<file path="src/rtl/write_raw_control_pkg.sv">
`default_nettype none
// ============================================================================
// Module   : write_raw_control_pkg
// Purpose  : Shared definitions for the level-0 raw tile loader and the
//            level-0 DWT raw-read path (FSM encoding, tile geometry).
// Contents : state_t       - loader FSM state encoding
//            c_TOTAL_WORDS - words per original-image RAM per tile
//            c_L0_ADDR_LIM_* - last word address of each colour component
// Revision : 1.0 - initial release
// ============================================================================
package write_raw_control_pkg;

  typedef enum logic [1:0] {
    IDLE  = 2'd0,
    FILL  = 2'd1,
    WRITE = 2'd2,
    DONE  = 2'd3
  } state_t;

  // 3 components x 128x128 pixels, 4 pixels per word pair (o1 + o2).
  localparam int c_TOTAL_WORDS = 12288;

  // Component boundaries inside each RAM, shared with the read path.
  localparam int c_L0_ADDR_LIM_C0 = 4095;
  localparam int c_L0_ADDR_LIM_C1 = 8191;
  localparam int c_L0_ADDR_LIM_C2 = 12287;

endpackage
`default_nettype wire

</file>
<file path="src/rtl/write_raw_control_pix_pack4.sv">
`default_nettype none
// ============================================================================
// Module   : write_raw_control_pix_pack4
// Purpose  : Collects four accepted pixels into the hi/lo bytes of one o1
//            word (even pixels) and one o2 word (odd pixels).
//            Phase 0 -> o1 hi, 1 -> o2 hi, 2 -> o1 lo, 3 -> o2 lo.
// Ports    : clk_mmu, rst (async, active-low)
//            i_clr       - synchronous clear of phase and bytes
//            i_accept    - a pixel is accepted this cycle
//            i_pix       - accepted pixel value
//            o_o1_hi/lo, o_o2_hi/lo - packed bytes
//            o_word_full - 4th pixel of a word is accepted this cycle
// Revision : 1.0 - initial release
// ============================================================================
module write_raw_control_pix_pack4 #(
  parameter int PIX_W = 8
) (
  input  logic             clk_mmu,
  input  logic             rst,
  input  logic             i_clr,
  input  logic             i_accept,
  input  logic [PIX_W-1:0] i_pix,
  output logic [PIX_W-1:0] o_o1_hi,
  output logic [PIX_W-1:0] o_o1_lo,
  output logic [PIX_W-1:0] o_o2_hi,
  output logic [PIX_W-1:0] o_o2_lo,
  output logic             o_word_full
);

  logic [1:0]       r_phase;
  logic [PIX_W-1:0] r_o1_hi;
  logic [PIX_W-1:0] r_o1_lo;
  logic [PIX_W-1:0] r_o2_hi;
  logic [PIX_W-1:0] r_o2_lo;

  always_ff @(posedge clk_mmu or negedge rst) begin
    if (!rst) begin
      r_phase <= 2'd0;
      r_o1_hi <= '0;
      r_o1_lo <= '0;
      r_o2_hi <= '0;
      r_o2_lo <= '0;
    end else if (i_clr) begin
      r_phase <= 2'd0;
      r_o1_hi <= '0;
      r_o1_lo <= '0;
      r_o2_hi <= '0;
      r_o2_lo <= '0;
    end else if (i_accept) begin
      case (r_phase)
        2'd0:    r_o1_hi <= i_pix;
        2'd1:    r_o2_hi <= i_pix;
        2'd2:    r_o1_lo <= i_pix;
        default: r_o2_lo <= i_pix;
      endcase
      // Wraps 3 -> 0, so the next word starts at phase 0 by itself.
      r_phase <= r_phase + 2'd1;
    end
  end

  assign o_word_full = i_accept && (r_phase == 2'd3);

  // The o2 low byte arrives in the same cycle the word is registered into
  // the RAM output stage, so it is bypassed from the input.
  assign o_o1_hi = r_o1_hi;
  assign o_o1_lo = r_o1_lo;
  assign o_o2_hi = r_o2_hi;
  assign o_o2_lo = o_word_full ? i_pix : r_o2_lo;

endmodule
`default_nettype wire

</file>
<file path="src/rtl/write_raw_control.sv">
`default_nettype none
// ============================================================================
// Module   : write_raw_control
// Purpose  : Level-0 raw tile loader. Packs an 8-bit pixel stream into
//            17-bit words and writes them to the two original-image RAMs
//            (o1 = even pixels, o2 = odd pixels). Flags completion on wr_over.
// Ports    : clk_mmu, rst (async, active-low), rst_syn (sync clear)
//            start                 - begins a tile load from IDLE or DONE
//            pixel_in/valid/ready  - pixel stream handshake
//            addra_o*_w, ena_o*_w, wea_o*_w, dina_o* - RAM write ports
//            wr_over               - bit0 o1 complete, bit1 o2 complete
// Revision : 1.0 - initial release
// ============================================================================
module write_raw_control
  import write_raw_control_pkg::*;
#(
  parameter int PIX_W       = 8,
  parameter int ADDR_W      = 14,
  parameter int DATA_W      = 17,
  parameter int TOTAL_WORDS = c_TOTAL_WORDS
) (
  input  logic              clk_mmu,
  input  logic              rst,
  input  logic              rst_syn,
  input  logic              start,
  input  logic [PIX_W-1:0]  pixel_in,
  input  logic              pixel_valid,
  output logic              pixel_ready,
  output logic [ADDR_W-1:0] addra_o1_w,
  output logic [ADDR_W-1:0] addra_o2_w,
  output logic              ena_o1_w,
  output logic              ena_o2_w,
  output logic              wea_o1_w,
  output logic              wea_o2_w,
  output logic [DATA_W-1:0] dina_o1,
  output logic [DATA_W-1:0] dina_o2,
  output logic [1:0]        wr_over
);

  localparam logic [ADDR_W-1:0] c_LAST_ADDR = ADDR_W'(TOTAL_WORDS - 1);
  localparam int                c_PAD_W     = DATA_W - 2 * PIX_W;

  state_t            r_state;
  state_t            w_state_nxt;
  logic              w_start_load;
  logic              w_accept;
  logic              w_last;
  logic              w_word_full;
  logic [PIX_W-1:0]  w_o1_hi;
  logic [PIX_W-1:0]  w_o1_lo;
  logic [PIX_W-1:0]  w_o2_hi;
  logic [PIX_W-1:0]  w_o2_lo;

  logic [ADDR_W-1:0] r_addr;
  logic [ADDR_W-1:0] r_addra;
  logic              r_en;
  logic [DATA_W-1:0] r_dina_o1;
  logic [DATA_W-1:0] r_dina_o2;
  logic [1:0]        r_wr_over;

  // start only matters when no load is in progress.
  assign w_start_load = start && ((r_state == IDLE) || (r_state == DONE));
  assign w_accept     = pixel_valid && pixel_ready;
  assign w_last       = (r_addr == c_LAST_ADDR);

  write_raw_control_pix_pack4 #(
    .PIX_W (PIX_W)
  ) u_pix_pack4 (
    .clk_mmu     (clk_mmu),
    .rst         (rst),
    .i_clr       (rst_syn || w_start_load),
    .i_accept    (w_accept),
    .i_pix       (pixel_in),
    .o_o1_hi     (w_o1_hi),
    .o_o1_lo     (w_o1_lo),
    .o_o2_hi     (w_o2_hi),
    .o_o2_lo     (w_o2_lo),
    .o_word_full (w_word_full)
  );

  // ---------------------------------------------------------------- FSM
  always_ff @(posedge clk_mmu or negedge rst) begin
    if (!rst) begin
      r_state <= IDLE;
    end else if (rst_syn) begin
      r_state <= IDLE;
    end else begin
      r_state <= w_state_nxt;
    end
  end

  always_comb begin
    w_state_nxt = r_state;
    pixel_ready = 1'b0;
    case (r_state)
      IDLE: begin
        if (start) w_state_nxt = FILL;
      end
      FILL: begin
        pixel_ready = 1'b1;
        if (w_word_full) w_state_nxt = WRITE;
      end
      WRITE: begin
        w_state_nxt = w_last ? DONE : FILL;
      end
      DONE: begin
        if (start) w_state_nxt = FILL;
      end
      default: begin
        w_state_nxt = IDLE;
      end
    endcase
  end

  // -------------------------------------------- address and output stage
  // The word is registered on the 4th accepted pixel so that the RAM port
  // is driven during the single WRITE cycle that follows.
  always_ff @(posedge clk_mmu or negedge rst) begin
    if (!rst) begin
      r_addr    <= '0;
      r_addra   <= '0;
      r_en      <= 1'b0;
      r_dina_o1 <= '0;
      r_dina_o2 <= '0;
      r_wr_over <= 2'b00;
    end else if (rst_syn) begin
      r_addr    <= '0;
      r_addra   <= '0;
      r_en      <= 1'b0;
      r_dina_o1 <= '0;
      r_dina_o2 <= '0;
      r_wr_over <= 2'b00;
    end else begin
      r_en <= 1'b0;
      if (w_start_load) begin
        r_addr    <= '0;
        r_wr_over <= 2'b00;
      end
      if (w_word_full) begin
        r_en      <= 1'b1;
        r_addra   <= r_addr;
        r_dina_o1 <= {{c_PAD_W{1'b0}}, w_o1_hi, w_o1_lo};
        r_dina_o2 <= {{c_PAD_W{1'b0}}, w_o2_hi, w_o2_lo};
      end
      if (r_state == WRITE) begin
        if (w_last) begin
          r_wr_over <= 2'b11;
        end else begin
          r_addr <= r_addr + ADDR_W'(1);
        end
      end
    end
  end

  assign addra_o1_w = r_addra;
  assign addra_o2_w = r_addra;
  assign ena_o1_w   = r_en;
  assign ena_o2_w   = r_en;
  assign wea_o1_w   = r_en;
  assign wea_o2_w   = r_en;
  assign dina_o1    = r_dina_o1;
  assign dina_o2    = r_dina_o2;
  assign wr_over    = r_wr_over;

endmodule
`default_nettype wire

</file>
<file path="config.mk">
export PLATFORM = sky130hd
export DESIGN_NAME = write_raw_control
export DESIGN_NICKNAME = d
export VERILOG_FILES = /design/src/rtl/write_raw_control_pkg.sv /design/src/rtl/write_raw_control_pix_pack4.sv /design/src/rtl/write_raw_control.sv
export SDC_FILE = /design/constraint.sdc
export NUM_CORES = 1
export LEC_CHECK = 0
export CORE_MARGIN = 2
export CORE_UTILIZATION = 55
export CTS_BUF_LIST = sky130_fd_sc_hd__clkbuf_8
export CTS_CLUSTER_DIAMETER = 30
export DETAILED_ROUTE_END_ITERATION = 8
export PLACE_DENSITY_LB_ADDON = 0.08
export SYNTH_ARGS = -nofsm -noshare
export SYNTH_HDL_FRONTEND = slang
export SYNTH_SLANG_ARGS = --single-unit
</file>
<file path="constraint.sdc">
create_clock -name clk_mmu -period 2.8 [get_ports clk_mmu]
set_clock_uncertainty 0.05 [all_clocks]
set_input_delay 0.42 -clock clk_mmu [delete_from_list [all_inputs] [get_ports clk_mmu]]
set_output_delay 0.42 -clock clk_mmu [all_outputs]
set_load 0.05 [all_outputs]
</file>
# ---- Yosys cells after proc, flatten, opt, wreduce, memory -nomap -nowiden
# Index checks and enable logic that the tools add are counted.
dict set report totals {
  ff_bits 93
  inputBits 13
  out_inout_bits 69
  word_cells 72
}
dict set report op_classes {
  add_sub_neg 2
  n_eq_ne 9
  mux 33
  reduce_logical 17
}
# operator count
set ops {}
lappend ops {{two-way mux 14 bit} 6}
lappend ops {{two-way mux 8 bit} 9}
lappend ops {{two-way mux 17 bit} 4}
lappend ops {{two-way mux 2 bit} 10}
lappend ops {{adder 14 x 1 -> 14 bit, second input constant} 1}
lappend ops {{equality test 14 bit, second input constant} 1}
lappend ops {{nonzero test 2 bit} 5}
lappend ops {{equality test 2 bit, second input constant} 4}
lappend ops {{AND reduction 2 bit} 4}
lappend ops {{case mux 2 bit (3 select lines)} 1}
lappend ops {{equality test 2 x 1 -> 1 bit, second input constant} 2}
lappend ops {{zero test 2 bit} 2}
lappend ops {{logical AND 1 bit} 3}
lappend ops {{two-way mux 1 bit} 3}
lappend ops {{inequality test 3 x 1 -> 1 bit, second input constant} 1}
lappend ops {{inequality test 3 x 2 -> 1 bit, second input constant} 1}
lappend ops {{adder 2 x 1 -> 2 bit, second input constant} 1}
lappend ops {{logical OR 1 bit} 2}
lappend ops {{OR reduction 2 bit} 1}

# ---- Longest topological paths before layout
dict set report depth {
  word_depth 7
  depth_mapped 8
  ltp_nobuf 7
}

# ---- Cells and area by module
# From an unflattened synthesis, not the netlist that was laid out.
dict set report hier_totals {
  hier_cells 424
  area_unflattened_um2 4773.3
}
# mod instances cells_per_inst area_each_um2 seq_area_each_um2
set by_module_without_submodules {}
lappend by_module_without_submodules {write_raw_control 1 285 3074.2 1626.6}
lappend by_module_without_submodules {write_raw_control_pix_pack4 1 139 1699.1 850.8}

# ---- Worst setup path after synthesis
# No wires, ideal clock.
dict set report synth_path {
  kind {register -> register}
  start {register r_state[1]}
  end {register r_addra[10] (netlist: addra_o1_w[10])}
  setup_ps 67
  arrival_ps 1982
  required_ps 2683
  setup_slack_ps 701
  path_stages_with_launch 9
  n_path_buf 2
  synth_period_minus_slack_ps 2099
  cell_sequence {dfrtp_1 -> inv_1 -> ha_1 -> and2_0 -> nand2_1 -> nor2_1 -> buf_2 -> buf_1 -> a22o_1}
}
dict set report synth_between {
  elab_chain_cells 5
}
# item line_no
set synth_rtl {}
lappend synth_rtl {{start: declaration} write_raw_control.sv:43} ;# state_t r_state;
lappend synth_rtl {{start signal: assignment} write_raw_control.sv:88} ;# r_state <= w_state_nxt;
lappend synth_rtl {{equality test 2 x 1 -> 1 bit} write_raw_control.sv:95} ;# case (r_state)
lappend synth_rtl {{two-way mux 1 bit} write_raw_control.sv:95}
lappend synth_rtl {{via pixel_ready} write_raw_control.sv:28} ;# output logic pixel_ready,
lappend synth_rtl {{logical AND 1 bit} write_raw_control.sv:63} ;# assign w_accept = pixel_valid && pixel_ready;
lappend synth_rtl {{logical AND 1 bit} write_raw_control_pix_pack4.sv:61} ;# assign o_word_full = i_accept && (r_phase == 2'd3);
lappend synth_rtl {{nonzero test 2 bit (no line)} n/a}
lappend synth_rtl {{end signal: assignment} write_raw_control.sv:141} ;# r_addra <= r_addr;
lappend synth_rtl {{end: declaration} write_raw_control.sv:55} ;# logic [ADDR_W-1:0] r_addra;
# The timed path passes the listed nets, and every way through them passes these cells.
# A chain may end at the register's enable or synchronous reset.

# ---- Final worst setup path
dict set report layout_path {
  start {register r_state[1]}
  end {output pixel_ready}
}
dict set report layout_between {
  elab_chain_cells 2
}
# item line_no
set layout_rtl {}
lappend layout_rtl {{equality test 2 x 1 -> 1 bit} write_raw_control.sv:95}
lappend layout_rtl {{two-way mux 1 bit} write_raw_control.sv:95}
lappend layout_rtl {{end: declaration} write_raw_control.sv:28}
# No other way between the ends.

==> results_dict.tcl <==
set metrics [dict create \
    vias 3018 \
    synth.distinct_cells 43 \
    async_flop_share_pct 100 \
    wl_um 8770 \
    outcome "finished with violations" \
    hold_viol 3 \
    max_freq_mhz 433 \
    syn_to_final_growth_pct 23.8 \
    dieArea_um2 7990 \
    portBuffers 79 \
    cellPowerDensity_nw_per_um2 551 \
    root_buffer "clkbuf_8" \
    postSynthAreaPerCell_um2 10.8 \
    synth_seq_cells 91 \
    place_congestion 0.825 \
    muxShareOfSynthArea_pct 0.999 \
    synth_xor_area_share_pct 0.437 \
    wire_per_inst_um 16.5 \
    yosysWarnings 0 \
    worstMarginPinSlew_ns 0.583 \
    viasPerCell 5.69 \
    cts.clk_slew.worst_paths_ns 0.09 \
    setup_viol_count_final 0 \
    io_pins 82 \
    cts_resized 0 \
    die_w_um 89.4 \
    post_cts_buffers 0 \
    rows 31 \
    synth_common_cells "91 x dfrtp_1, 49 x a22o_1, 43 x nand2_1" \
    max-clock-path-buffers 2 \
    max-slew-margin-rel_pct 61.0 \
    cp.required_ns 2.33 \
    hold_slack_ns -0.00782 \
    end_kind "output port" \
    drive_above_1_share_pct 7.42 \
    p_leak_nw 2.15 \
    rsz0062_at_grt "no" \
    drt_iter0_markers 205 \
    cts_max_level 3 \
    grt_pass1_vias 2675 \
    cts_tree "yes" \
    synthDominantCellAreaShare_pct 56.8 \
    synth_compound_area_share_pct 18.7 \
    rr_startpoint "r_addr[0]" \
    fin_tns_setup_ns 0 \
    post-route-period-util_pct 82.5 \
    violations "negative hold slack" \
    clk-insertion-delay-late_ns 0.36 \
    synth_edf_count 0 \
    cts_buffers 9 \
    r2r_setup_slack_ns 0.77 \
    ir_worst_vdd_uv 418 \
    path_max_fanout 3 \
    antenna_found_initial 0 \
    synth.area.top_cells "dfrtp_1 57%, a22o_1 11%, a21oi_1 4.2%" \
    synth_top_family_by_area "compound AO/OA/AOI/OAI gates" \
    maxCapViolCount 0 \
    post-route-min-period_ns 2.31 \
    finalMaxSlewViolations 0 \
    drt_pass1_iterations 5 \
    start_util_pct 56.2 \
    grt_usage_pct 22.9 \
    ant_nets 0 \
    core_um2 7140 \
    ys_seq_area_share_pct 56.8 \
    power_mw 2.74 \
    grt_pass1_wl_um 13900 \
    die_h_um 89.4 \
    nets 448 \
    path_class "flip-flop to output port" \
    r2r-end "r_addr[10]" \
    arrival_ns 1.84 \
    antenna_cells 0 \
    grt_max_degree 50 \
    clock_sinks 91 \
    grt-ovfl-total 0 \
    synth.cell_area_um2 4010 \
    synth_ff_type "dfrtp_1" \
    holdCritPathClass "primary input to asynchronous set/reset pin" \
    drc_errors 0 \
    synthAdderAreaFrac_pct 2.50 \
    cts_hold_buf 0 \
    yosys.area_share.simple_pct 13.4 \
    yosysTopAreaCell "dfrtp_1" \
    hpwl_um 5990 \
    crit_path_start_kind "flip-flop" \
    worstRegToRegCells 6 \
    syn_inst 372 \
    yosysMostFrequentCell "dfrtp_1" \
]
[power by group]
part | internal, mW | switching, mW
logic | 0.146 | 0.320
clock network | 0.418 | 0.476
registers | 1.35 | 0.0311
total | 1.91 | 0.826
[stage by stage]
| step | hold slack (ns) | setup WS (ns) | utilization, % | area (µm²) | cells |
|---|---|---|---|---|---|
| after global routing | 0.0519 | 0.422 | 69.5 | 4960 | 530 |
| final | -0.00782 | 0.489 | 69.5 | 4960 | 530 |
| after floorplan | 0.0744 | 0.701 | - | 4010 | 373 |
| after detailed placement | 0.404 | 0.568 | 66.7 | 4760 | 515 |
| after global placement | 0.396 | 0.638 | 66.7 | 4760 | 515 |
| after CTS | 0.0267 | 0.475 | 69.5 | 4960 | 530 |
[state kept, by name (all words and copies together) (netlist names)]
| register | flops |
|---|---|
| u_pix_pack4.o_o1_hi | 8 |
| u_pix_pack4.r_phase | 2 |
| u_pix_pack4.o_o1_lo | 8 |
| u_pix_pack4.o_o2_hi | 8 |
| dina_o1 | 16 |
| addra_o1_w | 14 |
| dina_o2 | 16 |
| wr_over | 2 |
| ena_o1_w | 1 |
| r_addr | 14 |
| r_state | 2 |
[kinds of logic after synthesis]
group / Yosys count
and+or+nand+nor: 109
AOI/OAI and AO/OA: 106
DFF: 91
buffers and inverters: 51
adders and majority gates: 8
muxes: 4
xor gates and xnor gates: 2
other: 1
[placed cells by master, fill, tap and decap left out, types with 4 or more instances in the layout]
cell type | Yosys | final
a21oi_1 | 34 | 33
a22o_1 | 49 | 49
buf_4 | 21 | 8
clkbuf_8 | 0 | 9
clkdlybuf4s50_1 | 0 | 78
dfrtp_1 | 91 | 91
ha_1 | 8 | 8
inv_1 | 7 | 7
mux2i_1 | 4 | 4
nand2_1 | 43 | 43
nand3_1 | 32 | 32
nand4_1 | 4 | 4
nor2_1 | 10 | 9
o21ai_0 | 10 | 10
[cell type report]
type | instances | area, µm²
Tap cell | 99 | 124
Inverter | 7 | 26.3
Clock inverter | 6 | 78.8
Timing Repair Buffer | 87 | 861
Clock buffer | 9 | 124
Sequential cell | 91 | 2280
Multi-Input combinational cell | 231 | 1470
Fill cell | 587 | 2170
[metal layers]
metal  vias up  track usage, %  part of all wire, %
met2        98            29.8                   43
li1       1433               -                    -
met5         -               0                    0
met1      1476            38.5                   50
met4         0            7.60                  1.5
met3        11            3.23                  5.7
[worst max-delay path by stage]
| stage | slack [ns] | from | depth (start not counted) | endpoint |
|---|---|---|---|---|
| global route | 0.42 | r_state[1] | 3 | pixel_ready |
| CTS | 0.47 | r_state[1] | 3 | pixel_ready |
| finish | 0.49 | r_state[1] | 3 | pixel_ready |
| global placement | 0.64 | rst_syn | 5 | r_addr[9] |
| floorplan | 0.70 | r_state[1] | 8 | addra_o1_w[10] |
| detailed placement | 0.57 | rst_syn | 5 | r_addr[9] |
[worst max-delay path: stages (launching register included)]
cell             delay (ns)
dfrtp_1                0.41
inv_1                  0.08
ha_1                   0.18
clkdlybuf4s50_1        0.81
Note: power is estimated with default switching activity, not from simulation.
